## src/rtl/alu_mc.sv

```systemverilog
// -----------------------------------------------------------------------------
// alu_mc -- parametrised multi-cycle ALU
//
// Sequential successor to the 8-bit combinational ALU. It keeps the same
// 16-opcode fsl map and {V,S,C,Z} status register, widened to WIDTH bits.
// Added over the combinational version:
//   - a valid/ready request/result handshake;
//   - registered result and flags;
//   - barrel shifts/rotates by B[SHW-1:0];
//   - a shift-add multiplier retiring one multiplier bit per cycle.
// Position in the datapath: between register-file read and writeback.
//
// Ports
//   clk        in   1      clock, rising edge
//   rst_n      in   1      asynchronous active-low reset
//   in_valid   in   1      operation request
//   in_ready   out  1      block can accept a request (state + out_valid only)
//   A          in   WIDTH  operand 1
//   B          in   WIDTH  operand 2 / shift-rotate amount in B[SHW-1:0]
//   fsl        in   4      opcode
//   out_valid  out  1      result, mul_high and SREG are valid
//   out_ready  in   1      consumer takes the result
//   result     out  WIDTH  low result (low product for MUL)
//   mul_high   out  WIDTH  high product for MUL, 0 otherwise
//   SREG       out  4      flags {V,S,C,Z}
// -----------------------------------------------------------------------------
module alu_mc #(
  parameter int WIDTH = 8,
  parameter int SHW   = $clog2(WIDTH)
) (
  input  logic             clk,
  input  logic             rst_n,
  input  logic             in_valid,
  output logic             in_ready,
  input  logic [WIDTH-1:0] A,
  input  logic [WIDTH-1:0] B,
  input  logic [3:0]       fsl,
  output logic             out_valid,
  input  logic             out_ready,
  output logic [WIDTH-1:0] result,
  output logic [WIDTH-1:0] mul_high,
  output logic [3:0]       SREG
);

  // ---------------------------------------------------------------------------
  // Opcode map and FSM states
  // ---------------------------------------------------------------------------
  typedef enum logic [3:0] {
    OP_ADD  = 4'h0, OP_SUB  = 4'h1, OP_ADDC = 4'h2, OP_SUBC = 4'h3,
    OP_XOR  = 4'h4, OP_AND  = 4'h5, OP_OR   = 4'h6, OP_NAND = 4'h7,
    OP_LSL  = 4'h8, OP_LSR  = 4'h9, OP_ASL  = 4'hA, OP_ASR  = 4'hB,
    OP_ROL  = 4'hC, OP_ROR  = 4'hD, OP_MUL  = 4'hE, OP_CMP  = 4'hF
  } op_e;

  typedef enum logic {
    ST_IDLE = 1'b0,
    ST_MUL  = 1'b1
  } state_e;

  // Flag bit positions inside SREG
  localparam int FV = 3;
  localparam int FS = 2;
  localparam int FC = 1;
  localparam int FZ = 0;

  localparam logic [SHW:0]   W_EXT    = (SHW+1)'(WIDTH);
  localparam logic [SHW-1:0] CNT_LAST = SHW'(WIDTH-1);

  // ---------------------------------------------------------------------------
  // State
  // ---------------------------------------------------------------------------
  state_e             state_reg;
  logic               out_valid_reg;
  logic [WIDTH-1:0]   result_reg;
  logic [WIDTH-1:0]   mul_high_reg;
  logic [3:0]         sreg_reg;

  // Multiplier working registers: multiplicand, and the running product
  // {prod_hi, prod_lo}. prod_lo starts as the multiplier and is consumed
  // from its LSB while product bits shift in from the top.
  logic [WIDTH-1:0]   mc_a_reg;
  logic [WIDTH-1:0]   prod_hi_reg;
  logic [WIDTH-1:0]   prod_lo_reg;
  logic [SHW-1:0]     cnt_reg;

  // ---------------------------------------------------------------------------
  // Single-cycle datapath (operates on live inputs; used at the accept edge)
  // ---------------------------------------------------------------------------
  op_e                op;
  logic [SHW-1:0]     shamt;
  logic               cin;
  logic [WIDTH:0]     sum_ext;
  logic [WIDTH:0]     diff_ext;
  logic [WIDTH:0]     lsl_ext;       // {last bit out, result}
  logic [WIDTH:0]     lsr_ext;       // {result, last bit out}
  logic signed [WIDTH:0] asr_src;
  logic signed [WIDTH:0] asr_ext;    // {result, last bit out}
  logic [2*WIDTH-1:0] rol_wide;
  logic [2*WIDTH-1:0] ror_wide;
  logic [WIDTH-1:0]   asl_lost_diff;
  logic               asl_v;

  logic [WIDTH-1:0]   alu_res;
  logic               alu_v;
  logic               alu_c;
  logic [3:0]         alu_flags;

  assign op    = op_e'(fsl);
  assign shamt = B[SHW-1:0];

  // Carry-in comes from the flag register as it stands at the accept edge,
  // i.e. the C of the previously completed operation.
  assign cin = ((op == OP_ADDC) || (op == OP_SUBC)) ? sreg_reg[FC] : 1'b0;

  assign sum_ext  = {1'b0, A} + {1'b0, B} + {{WIDTH{1'b0}}, cin};
  // Bit WIDTH of the zero-extended difference is the unsigned borrow.
  assign diff_ext = {1'b0, A} - {1'b0, B} - {{WIDTH{1'b0}}, cin};

  // Widened shifts capture the last bit shifted out in the extra position;
  // for a zero amount that position holds the 0 pad, giving C = 0.
  assign lsl_ext  = {1'b0, A} << shamt;
  assign lsr_ext  = {A, 1'b0} >> shamt;
  assign asr_src  = {A, 1'b0};
  assign asr_ext  = asr_src >>> shamt;

  // Rotates via a doubled operand: upper half after a left shift, lower half
  // after a right shift. Amount 0 returns A.
  assign rol_wide = {A, A} << shamt;
  assign ror_wide = {A, A} >> shamt;

  // ASL overflow: bit gi is shifted out when gi + n >= WIDTH; any such bit
  // that differs from the original sign bit means the value changed sign.
  for (genvar gi = 0; gi < WIDTH; gi++) begin : g_asl_lost
    assign asl_lost_diff[gi] =
      (((SHW+1)'(gi) + {1'b0, shamt}) >= W_EXT) && (A[gi] != A[WIDTH-1]);
  end

  assign asl_v = (|asl_lost_diff) || (lsl_ext[WIDTH-1] != A[WIDTH-1]);

  always_comb begin
    alu_res = '0;
    alu_v   = 1'b0;
    alu_c   = 1'b0;
    unique case (op)
      OP_ADD, OP_ADDC: begin
        alu_res = sum_ext[WIDTH-1:0];
        alu_c   = sum_ext[WIDTH];
        alu_v   = (A[WIDTH-1] == B[WIDTH-1]) &&
                  (sum_ext[WIDTH-1] != A[WIDTH-1]);
      end
      OP_SUB, OP_SUBC, OP_CMP: begin
        alu_res = diff_ext[WIDTH-1:0];
        alu_c   = diff_ext[WIDTH];
        alu_v   = (A[WIDTH-1] != B[WIDTH-1]) &&
                  (diff_ext[WIDTH-1] != A[WIDTH-1]);
      end
      OP_XOR:  alu_res = A ^ B;
      OP_AND:  alu_res = A & B;
      OP_OR:   alu_res = A | B;
      OP_NAND: alu_res = ~(A & B);
      OP_LSL: begin
        alu_res = lsl_ext[WIDTH-1:0];
        alu_c   = lsl_ext[WIDTH];
      end
      OP_ASL: begin
        alu_res = lsl_ext[WIDTH-1:0];
        alu_c   = lsl_ext[WIDTH];
        alu_v   = asl_v;
      end
      OP_LSR: begin
        alu_res = lsr_ext[WIDTH:1];
        alu_c   = lsr_ext[0];
      end
      OP_ASR: begin
        alu_res = asr_ext[WIDTH:1];
        alu_c   = asr_ext[0];
      end
      OP_ROL:  alu_res = rol_wide[2*WIDTH-1:WIDTH];
      OP_ROR:  alu_res = ror_wide[WIDTH-1:0];
      OP_MUL:  alu_res = '0;   // handled by the iterative path
      default: alu_res = '0;
    endcase
  end

  assign alu_flags = {alu_v, alu_res[WIDTH-1], alu_c, ~|alu_res};

  // ---------------------------------------------------------------------------
  // Shift-add multiplier step
  // ---------------------------------------------------------------------------
  logic [WIDTH:0]     mul_sum;
  logic [WIDTH-1:0]   mul_hi_next;
  logic [WIDTH-1:0]   mul_lo_next;
  logic [3:0]         mul_flags;

  assign mul_sum = {1'b0, prod_hi_reg} +
                   (prod_lo_reg[0] ? {1'b0, mc_a_reg} : {(WIDTH+1){1'b0}});
  // Shift the whole product right by one, the adder carry entering the top.
  assign {mul_hi_next, mul_lo_next} = {mul_sum, prod_lo_reg[WIDTH-1:1]};

  assign mul_flags = {|mul_hi_next, mul_hi_next[WIDTH-1], 1'b0,
                      ~|{mul_hi_next, mul_lo_next}};

  // ---------------------------------------------------------------------------
  // Control FSM and output registers
  // ---------------------------------------------------------------------------
  logic accept;

  assign in_ready = (state_reg == ST_IDLE) && !out_valid_reg;
  assign accept   = in_valid && in_ready;

  always_ff @(posedge clk or negedge rst_n) begin
    if (!rst_n) begin
      state_reg     <= ST_IDLE;
      out_valid_reg <= 1'b0;
      result_reg    <= '0;
      mul_high_reg  <= '0;
      sreg_reg      <= '0;
      mc_a_reg      <= '0;
      prod_hi_reg   <= '0;
      prod_lo_reg   <= '0;
      cnt_reg       <= '0;
    end else begin
      if (out_valid_reg && out_ready) begin
        out_valid_reg <= 1'b0;
      end

      unique case (state_reg)
        ST_IDLE: begin
          if (accept) begin
            if (op == OP_MUL) begin
              mc_a_reg    <= A;
              prod_hi_reg <= '0;
              prod_lo_reg <= B;
              cnt_reg     <= '0;
              state_reg   <= ST_MUL;
            end else begin
              result_reg    <= alu_res;
              mul_high_reg  <= '0;
              sreg_reg      <= alu_flags;
              out_valid_reg <= 1'b1;
            end
          end
        end

        ST_MUL: begin
          prod_hi_reg <= mul_hi_next;
          prod_lo_reg <= mul_lo_next;
          cnt_reg     <= cnt_reg + 1'b1;
          if (cnt_reg == CNT_LAST) begin
            result_reg    <= mul_lo_next;
            mul_high_reg  <= mul_hi_next;
            sreg_reg      <= mul_flags;
            out_valid_reg <= 1'b1;
            state_reg     <= ST_IDLE;
          end
        end

        default: state_reg <= ST_IDLE;
      endcase
    end
  end

  assign out_valid = out_valid_reg;
  assign result    = result_reg;
  assign mul_high  = mul_high_reg;
  assign SREG      = sreg_reg;

endmodule

```

## config.mk

```make
export PLATFORM = sky130hd
export DESIGN_NAME = alu_mc
export DESIGN_NICKNAME = d
export VERILOG_FILES = /design/src/rtl/alu_mc.sv
export SDC_FILE = /design/constraint.sdc
export NUM_CORES = 1
export LEC_CHECK = 0
export ABC_AREA = 1
export CAP_MARGIN = 40
export CORE_UTILIZATION = 38
export CTS_BUF_LIST = sky130_fd_sc_hd__clkbuf_4
export CTS_CLUSTER_SIZE = 25
export DETAILED_ROUTE_END_ITERATION = 6
export PLACE_DENSITY = 0.62
export SETUP_SLACK_MARGIN = 0.05
export SLEW_MARGIN = 20
export SYNTH_ARGS = -nofsm -noshare
export SYNTH_HDL_FRONTEND = slang
export SYNTH_SLANG_ARGS = --single-unit
```

## constraint.sdc

```tcl
create_clock -name clk -period 2.3 [get_ports clk]
set_input_delay 0.345 -clock clk [delete_from_list [all_inputs] [get_ports clk]]
set_output_delay 0.345 -clock clk [all_outputs]
set_load 0.03 [all_outputs]
```

Word-level counts from Yosys, hierarchy flattened

Cells that the tools add are included.

Word-level logic and storage cells: 133
Register bits after elaboration: 49
Bits of input ports: 24
Output and inout port bits: 22

Order comparisons: 7
Shift-type cells: 5
Muxes and demuxes: 35
Add/subtract/negate cells: 12
Equality and inequality tests: 32
Reductions and logical operators: 28
Bitwise logic cells: 5

Operator list:

| operator                                                         | number |
|---|---|
| 8-bit case mux with 12 select lines                              | 1 |
| 8-bit two-way mux                                                | 11 |
| 8-bit case mux with 2 select lines                               | 4 |
| 4-bit == test (second input constant)                            | 8 |
| 4-bit greater-or-equal comparator (second input constant)        | 6 |
| 8-bit by 8-bit adder with 9-bit output                           | 2 |
| 4-bit by 3-bit == test with 1-bit output (second input constant) | 4 |
| 16-bit OR reduction                                              | 1 |
| 8-bit OR reduction                                               | 2 |
| 16-bit by 3-bit << shifter with 16-bit output                    | 1 |
| 16-bit by 3-bit >> shifter with 8-bit output                     | 1 |
| 3-bit by 3-bit adder with 4-bit output (first input constant)    | 3 |
| 1-bit logical AND                                                | 12 |
| 4-bit two-way mux                                                | 3 |
| 1-bit inequality test                                            | 11 |
| 9-bit by 1-bit adder with 9-bit output                           | 1 |
| 8-bit by 3-bit << shifter with 9-bit output                      | 1 |
| 9-bit by 3-bit >> shifter with 9-bit output                      | 1 |
| 9-bit by 3-bit >>> shifter with 9-bit output                     | 1 |
| 8-bit by 8-bit subtractor with 9-bit output                      | 1 |
| 9-bit by 1-bit subtractor with 9-bit output                      | 1 |
| 2-bit by 3-bit adder with 4-bit output (first input constant)    | 2 |
| 8-bit AND                                                        | 1 |
| 4-bit by 2-bit == test with 1-bit output (second input constant) | 2 |
| other kinds (27)                                                 | 43 |

Longest topological paths before layout

Depth in word-level cells: 10
Depth in mapped cells: 20
Depth with buffers taken out: 20

Worst setup path before layout

Ideal clock, no wire load.

Kind: flip-flop to flip-flop
Start point: register sreg_reg[1], in the netlist SREG[1]
End point: register sreg_reg[0], in the netlist SREG[0]
Setup slack: -119 ps
Path buffers: 0
Cell stages (with the launch flop): 16
Arrival time: 2346 ps
Period minus slack after synthesis: 2419 ps
Required time: 2227 ps
Setup time: 73 ps
Cells stage by stage: dfrtp_1 nand3_1 fa_1 fa_1 nand3b_1 nand2_1 nand2_1 nand2_1 nand2_1 nand3_1 nand3_1 nand2_1 nand2_1 nor2_1 nand2_1 a21oi_2

Word-level cells in the longest chain between the ends: 8
Elaborated cells between the ends (all ways): 9
Classes of those cells: add/sub (2); mux (5); reduce/logical (2)

RTL lines:

| item                                                                                                  | line     | RTL |
|---|---|---|
| from (decl)                                                                                           | 76       | `logic [3:0] sreg_reg;` |
| from (signal assigned)                                                                                | 239      | `sreg_reg <= alu_flags;` |
| from (signal assigned)                                                                                | 252      | `sreg_reg <= mul_flags;` |
| 1-bit two-way mux *                                                                                   | 113      | `assign cin = ((op == OP_ADDC) \|\| (op == OP_SUBC)) ? sreg_reg[FC] : 1'b0;` |
| 9-bit by 1-bit subtractor with 9-bit output or 9-bit by 1-bit adder with 9-bit output (tied branches) | 117, 115 |  |
| 8-bit case mux with 12 select lines *                                                                 | 144      | `unique case (op)` |
| 8-bit OR reduction *                                                                                  | 185      | `assign alu_flags = {alu_v, alu_res[WIDTH-1], alu_c, ~\|alu_res};` |
| 1-bit zero test *                                                                                     | 185      |  |
| 4-bit two-way mux *                                                                                   | 230      | `if (op == OP_MUL) begin` |
| 4-bit two-way mux *                                                                                   | 229      | `if (accept) begin` |
| 4-bit case mux with 2 select lines *                                                                  | 227      | `unique case (state_reg)` |

Mark *: on every way between the ends. The rest lies on a longest branch, timed or not. The select of a mux whose other input is x is not followed.
A chain may end at the register's enable or synchronous reset.

Worst setup path after layout

Start point: register sreg_reg[1], in the netlist SREG[1]
End point: register result_reg[3], in the netlist result[3]

Word-level cells in the longest chain between the ends: 6
Elaborated cells between the ends (all ways): 7
Classes of those cells: add/sub (2); mux (5)

RTL lines:

| item                                                                                                  | line     | RTL |
|---|---|---|
| 1-bit two-way mux *                                                                                   | 113      |  |
| 9-bit by 1-bit subtractor with 9-bit output or 9-bit by 1-bit adder with 9-bit output (tied branches) | 117, 115 |  |
| 8-bit case mux with 12 select lines *                                                                 | 144      |  |
| 8-bit two-way mux *                                                                                   | 230      |  |
| 8-bit two-way mux *                                                                                   | 229      |  |
| 8-bit case mux with 2 select lines *                                                                  | 227      |  |
| to (signal assigned)                                                                                  | 237      | `result_reg <= alu_res;` |
| to (signal assigned)                                                                                  | 250      | `result_reg <= mul_lo_next;` |
| to (decl)                                                                                             | 74       | `logic [WIDTH-1:0] result_reg;` |

Marked as above.

==> results.md <==
* Outcome: finished, violations left
* Failing checks: setup timing
* Syn avg cell area at 6.20 µm²
* CTS buffer count at 5
* Total gr overflow at 0
* Critical path, cell by cell: nand3_4 > fa_2 > inv_2 > ha_4 > inv_2 > nand2_2 > nand2_2 > nand2_2 > buf_4 > nand2_1 > and3_1 > nor2_1 > nand2_1 > nand2_2 > buf_4 > o21ai_2 > nand2_1 > nand2_1
* WS Path Type: reg2reg
* N_diodes at 0
* Post-Synthesis Cell Area at ~5200 µm²
* Top-Level Pins at between 40 and 50
* Share of layout cells above drive strength 1 at between 20% and 30%
* First-pass GRT wire length at between 20 and 30 mm
* Synth Instances at 839
* Worst EP arrival at around 2.8 ns
* CTS Buffer Depth at 2
* # DRC at 0
* Tot GR Track Use at 25.5%
* Nets at 1,069
* CP top delay family: simple AND/OR/NAND/NOR gates
* CTS tree: yes
* Largest net degree at the start of global routing at 50
* Clk sink count at 49
* Setup crit start kind: flip-flop
* CP max FO at 3
* Chip width at approximately 120 µm
* Number of port buffers at 45
* Routed wire length at 17.4 mm
* Final Max Slew Viols at 0
* RSZ-0062 raised after global routing: true
* Minimum clock period after layout at roughly 2.4 ns
* Htree depth at 2
* Worst vdd ir at approximately 0.46 mV
* Slew @ Worst Pin at between 0.6 and 0.7 ns
* CORE AREA at 13,300 µm²
* Syn nets at 909
* Share of async-settable or async-resettable flops after synthesis at between 90% and 100%
* Util after Layout at a little over half
* Number of global-route vias before repair at about 5,800
* Clk pin slew, worst setup/hold paths at about 0.14 ns
* Rows at 42
* Unique cell type count in the Yosys netlist at 42
* DRT Pass-1 Iters at 5
* Initial DRC Count at 471
* Synth Register Bits at 49
* GPL Wtd Cong at 0.966
* Fillers at around 1,300
* CP peak stage delay at around 0.57 ns
* Placement Setup Slack at -0.785 ns
* Routed via count at ~5,900
* Die area at around 14,000 µm²
* DP HPWL at ~14 mm
* Drt wl/cell at 14.8 µm
* Buffers and inverters on the worst path at 4
* Initial Util at 39.1%
* Final setup viols at 5
* HP Class: in2async
* Final ANT Viol Nets at 0
* CTS Hold Buffers Added at 0
* Synth top area cells: dfrtp_1 (24%), nand2_1 (23%), ha_1 (9.9%)
* YS warnings at 0
* Post-synth top area share at a little under a quarter
* Hold Vio Cnt, Final at 0
* Sequential area share after synthesis at approximately a quarter
* Vias per cell at 5.04
* Die H at 119 µm
* Clk_lat worst skew at around 0.36 ns
* Final setup margin at -0.137 ns
* Dominant synthesized flop cell: dfrtp_1
* CTS root buffer: clkbuf_4
* Yosys top cell by area: dfrtp_1
* Post-synth EDFFs at 0
* Leak at 0.00380 µW
* Final period util at 106%
* Maxcap violations at 0
* Worst-case clock skew at just under 0.02 ns
* Area Growth Syn to Fin at 35.9%
* Worst reg2reg setup slack at -0.14 ns
* Fmax at 410 MHz
* Cell Pwr Density at approximately 720 nW/µm²
* Initial antenna violation count at 0
* WP data required at roughly 2.6 ns
* CP max stage cell: fa_2
* Relative slew slack at a little under three fifths
* CP Capture Type: flip-flop
per-layer routing:
metal  track usage, %  vias to the layer above  routed length, µm  share of wire (%)
met5                0                        -                  0                  0
met2             42.8                      214               8110                 47
met1             31.3                     2646               7220                 42
met4             14.0                        0                996                5.7
li1                 -                     3010                  -                  -
met3             3.64                       52               1040                6.0
logic make-up after synthesis:
kind of cell,Yosys count,synth area share [%]
AND/OR/NAND/NOR,522,42.7
buffers and inverters,119,9.52
AO/OA/AOI/OAI,95,11.1
flip-flops,49,23.6
adder cells (fa/ha/maj),46,11.8
XOR/XNOR,8,1.35
worst register-to-register path: stages (launching register included):
cell and delay, ns:
dfrtp_2 0.41, nand3_4 0.09, fa_2 0.57, inv_2 0.05
ha_4 0.15, inv_2 0.04, nand2_2 0.05, nand2_2 0.08
nand2_2 0.07, buf_4 0.14, nand2_1 0.04, and3_1 0.14
nor2_1 0.05, nand2_1 0.08, nand2_2 0.06, buf_4 0.13
o21ai_2 0.12, nand2_1 0.07, nand2_1 0.05
final cells by class:
| cell class | count | area (µm²) | area share, % |
|---|---|---|---|
| repair buffers | 179 | 1480 | 21.0 |
| multi-input cells | 671 | 3730 | 52.8 |
| clock buffers | 7 | 52.6 | 0.743 |
| flip-flops and latches | 49 | 1230 | 17.4 |
| well taps | 176 | 220 | 3.11 |
| inverters | 93 | 349 | 4.94 |
| clock inverters | 1 | 7.51 | 0.106 |
stage by stage:
step           instances  hold slack [ns]  TNS, ns  instance area, µm²  total power (µW)
2_1_floorplan        839           0.0494  -0.0158                5230              3320
3_3_place_gp        1163            0.465    -8.01                6750              4490
3_5_place_dp        1163            0.468    -9.09                6750              4530
4_1_cts             1173           0.0704  -0.0936                6970              5010
5_1_grt             1176           0.0992    -1.55                7070              5490
6_report            1176           0.0575   -0.429                7070              5060
repair_timing:
item	4_1_cts	5_1_grt
setup endpoints to repair	12	12
gates cloned	0	0
gates resized for setup	41	21
buffers inserted	3	3
pin swaps	21	16
Yosys cell counts (2+ instances only):
| master | count |
|---|---|
| o221ai_1 | 4 |
| buf_4 | 3 |
| o211ai_1 | 8 |
| nor2_1 | 71 |
| a22o_1 | 3 |
| nand3b_1 | 6 |
| or2_2 | 6 |
| a2bb2oi_1 | 2 |
| nor2_2 | 7 |
| nand2_1 | 318 |
| a21oi_2 | 3 |
| clkbuf_1 | 7 |
| nand4_1 | 11 |
| o21ai_1 | 14 |
| a21oi_1 | 17 |
| ha_1 | 41 |
| fa_1 | 5 |
| nand2_2 | 11 |
| xnor2_1 | 5 |
| inv_2 | 11 |
| a31oi_1 | 2 |
| a21o_1 | 3 |
| buf_2 | 12 |
| inv_1 | 81 |
| xor2_1 | 3 |
| dfrtp_1 | 49 |
| buf_6 | 3 |
| o21ai_2 | 2 |
| nand3_1 | 84 |
| o31ai_1 | 2 |
| o21ai_0 | 31 |
| nor2_4 | 4 |
cell usage in the layout, fill, tap and decap left out, drive strengths merged, types with 5 or more instances in the layout:
cell type	synthesis	layout
nor2	82	82
ha	41	41
clkbuf	7	7
clkdlybuf4s50	0	38
dfrtp	49	49
buf	19	135
inv	92	92
nand3	84	84
nand3b	6	6
fa	5	5
nand2	330	330
or2	6	6
o21ai	47	47
xnor2	5	5
a21oi	20	20
o211ai	8	8
nand4	11	11
worst paths after layout:
check	start	end	cells after the start
worst min-delay path	rst_n	mul_high[5]$_DFFE_PN0P_	2
max in group asynchronous	rst_n	SREG[1]$_DFFE_PN0P_	2
worst max register to register	SREG[1]$_DFFE_PN0P_	result[3]$_DFFE_PN0P_	18
worst min register to register	cnt_reg[0]$_DFFE_PN0P_	cnt_reg[0]$_DFFE_PN0P_	1
min in group clk	cnt_reg[0]$_DFFE_PN0P_	cnt_reg[0]$_DFFE_PN0P_	1
worst max-delay path	SREG[1]$_DFFE_PN0P_	result[3]$_DFFE_PN0P_	18
report_power, final:
| group | internal [µW] | total (µW) | switching [µW] |
|---|---|---|---|
| sequential | 1200 | 1420 | 214 |
| clock | 145 | 405 | 261 |
| combinational | 1350 | 3240 | 1890 |
| total | 2700 | 5060 | 2370 |
(Power assumes the default switching activity.)
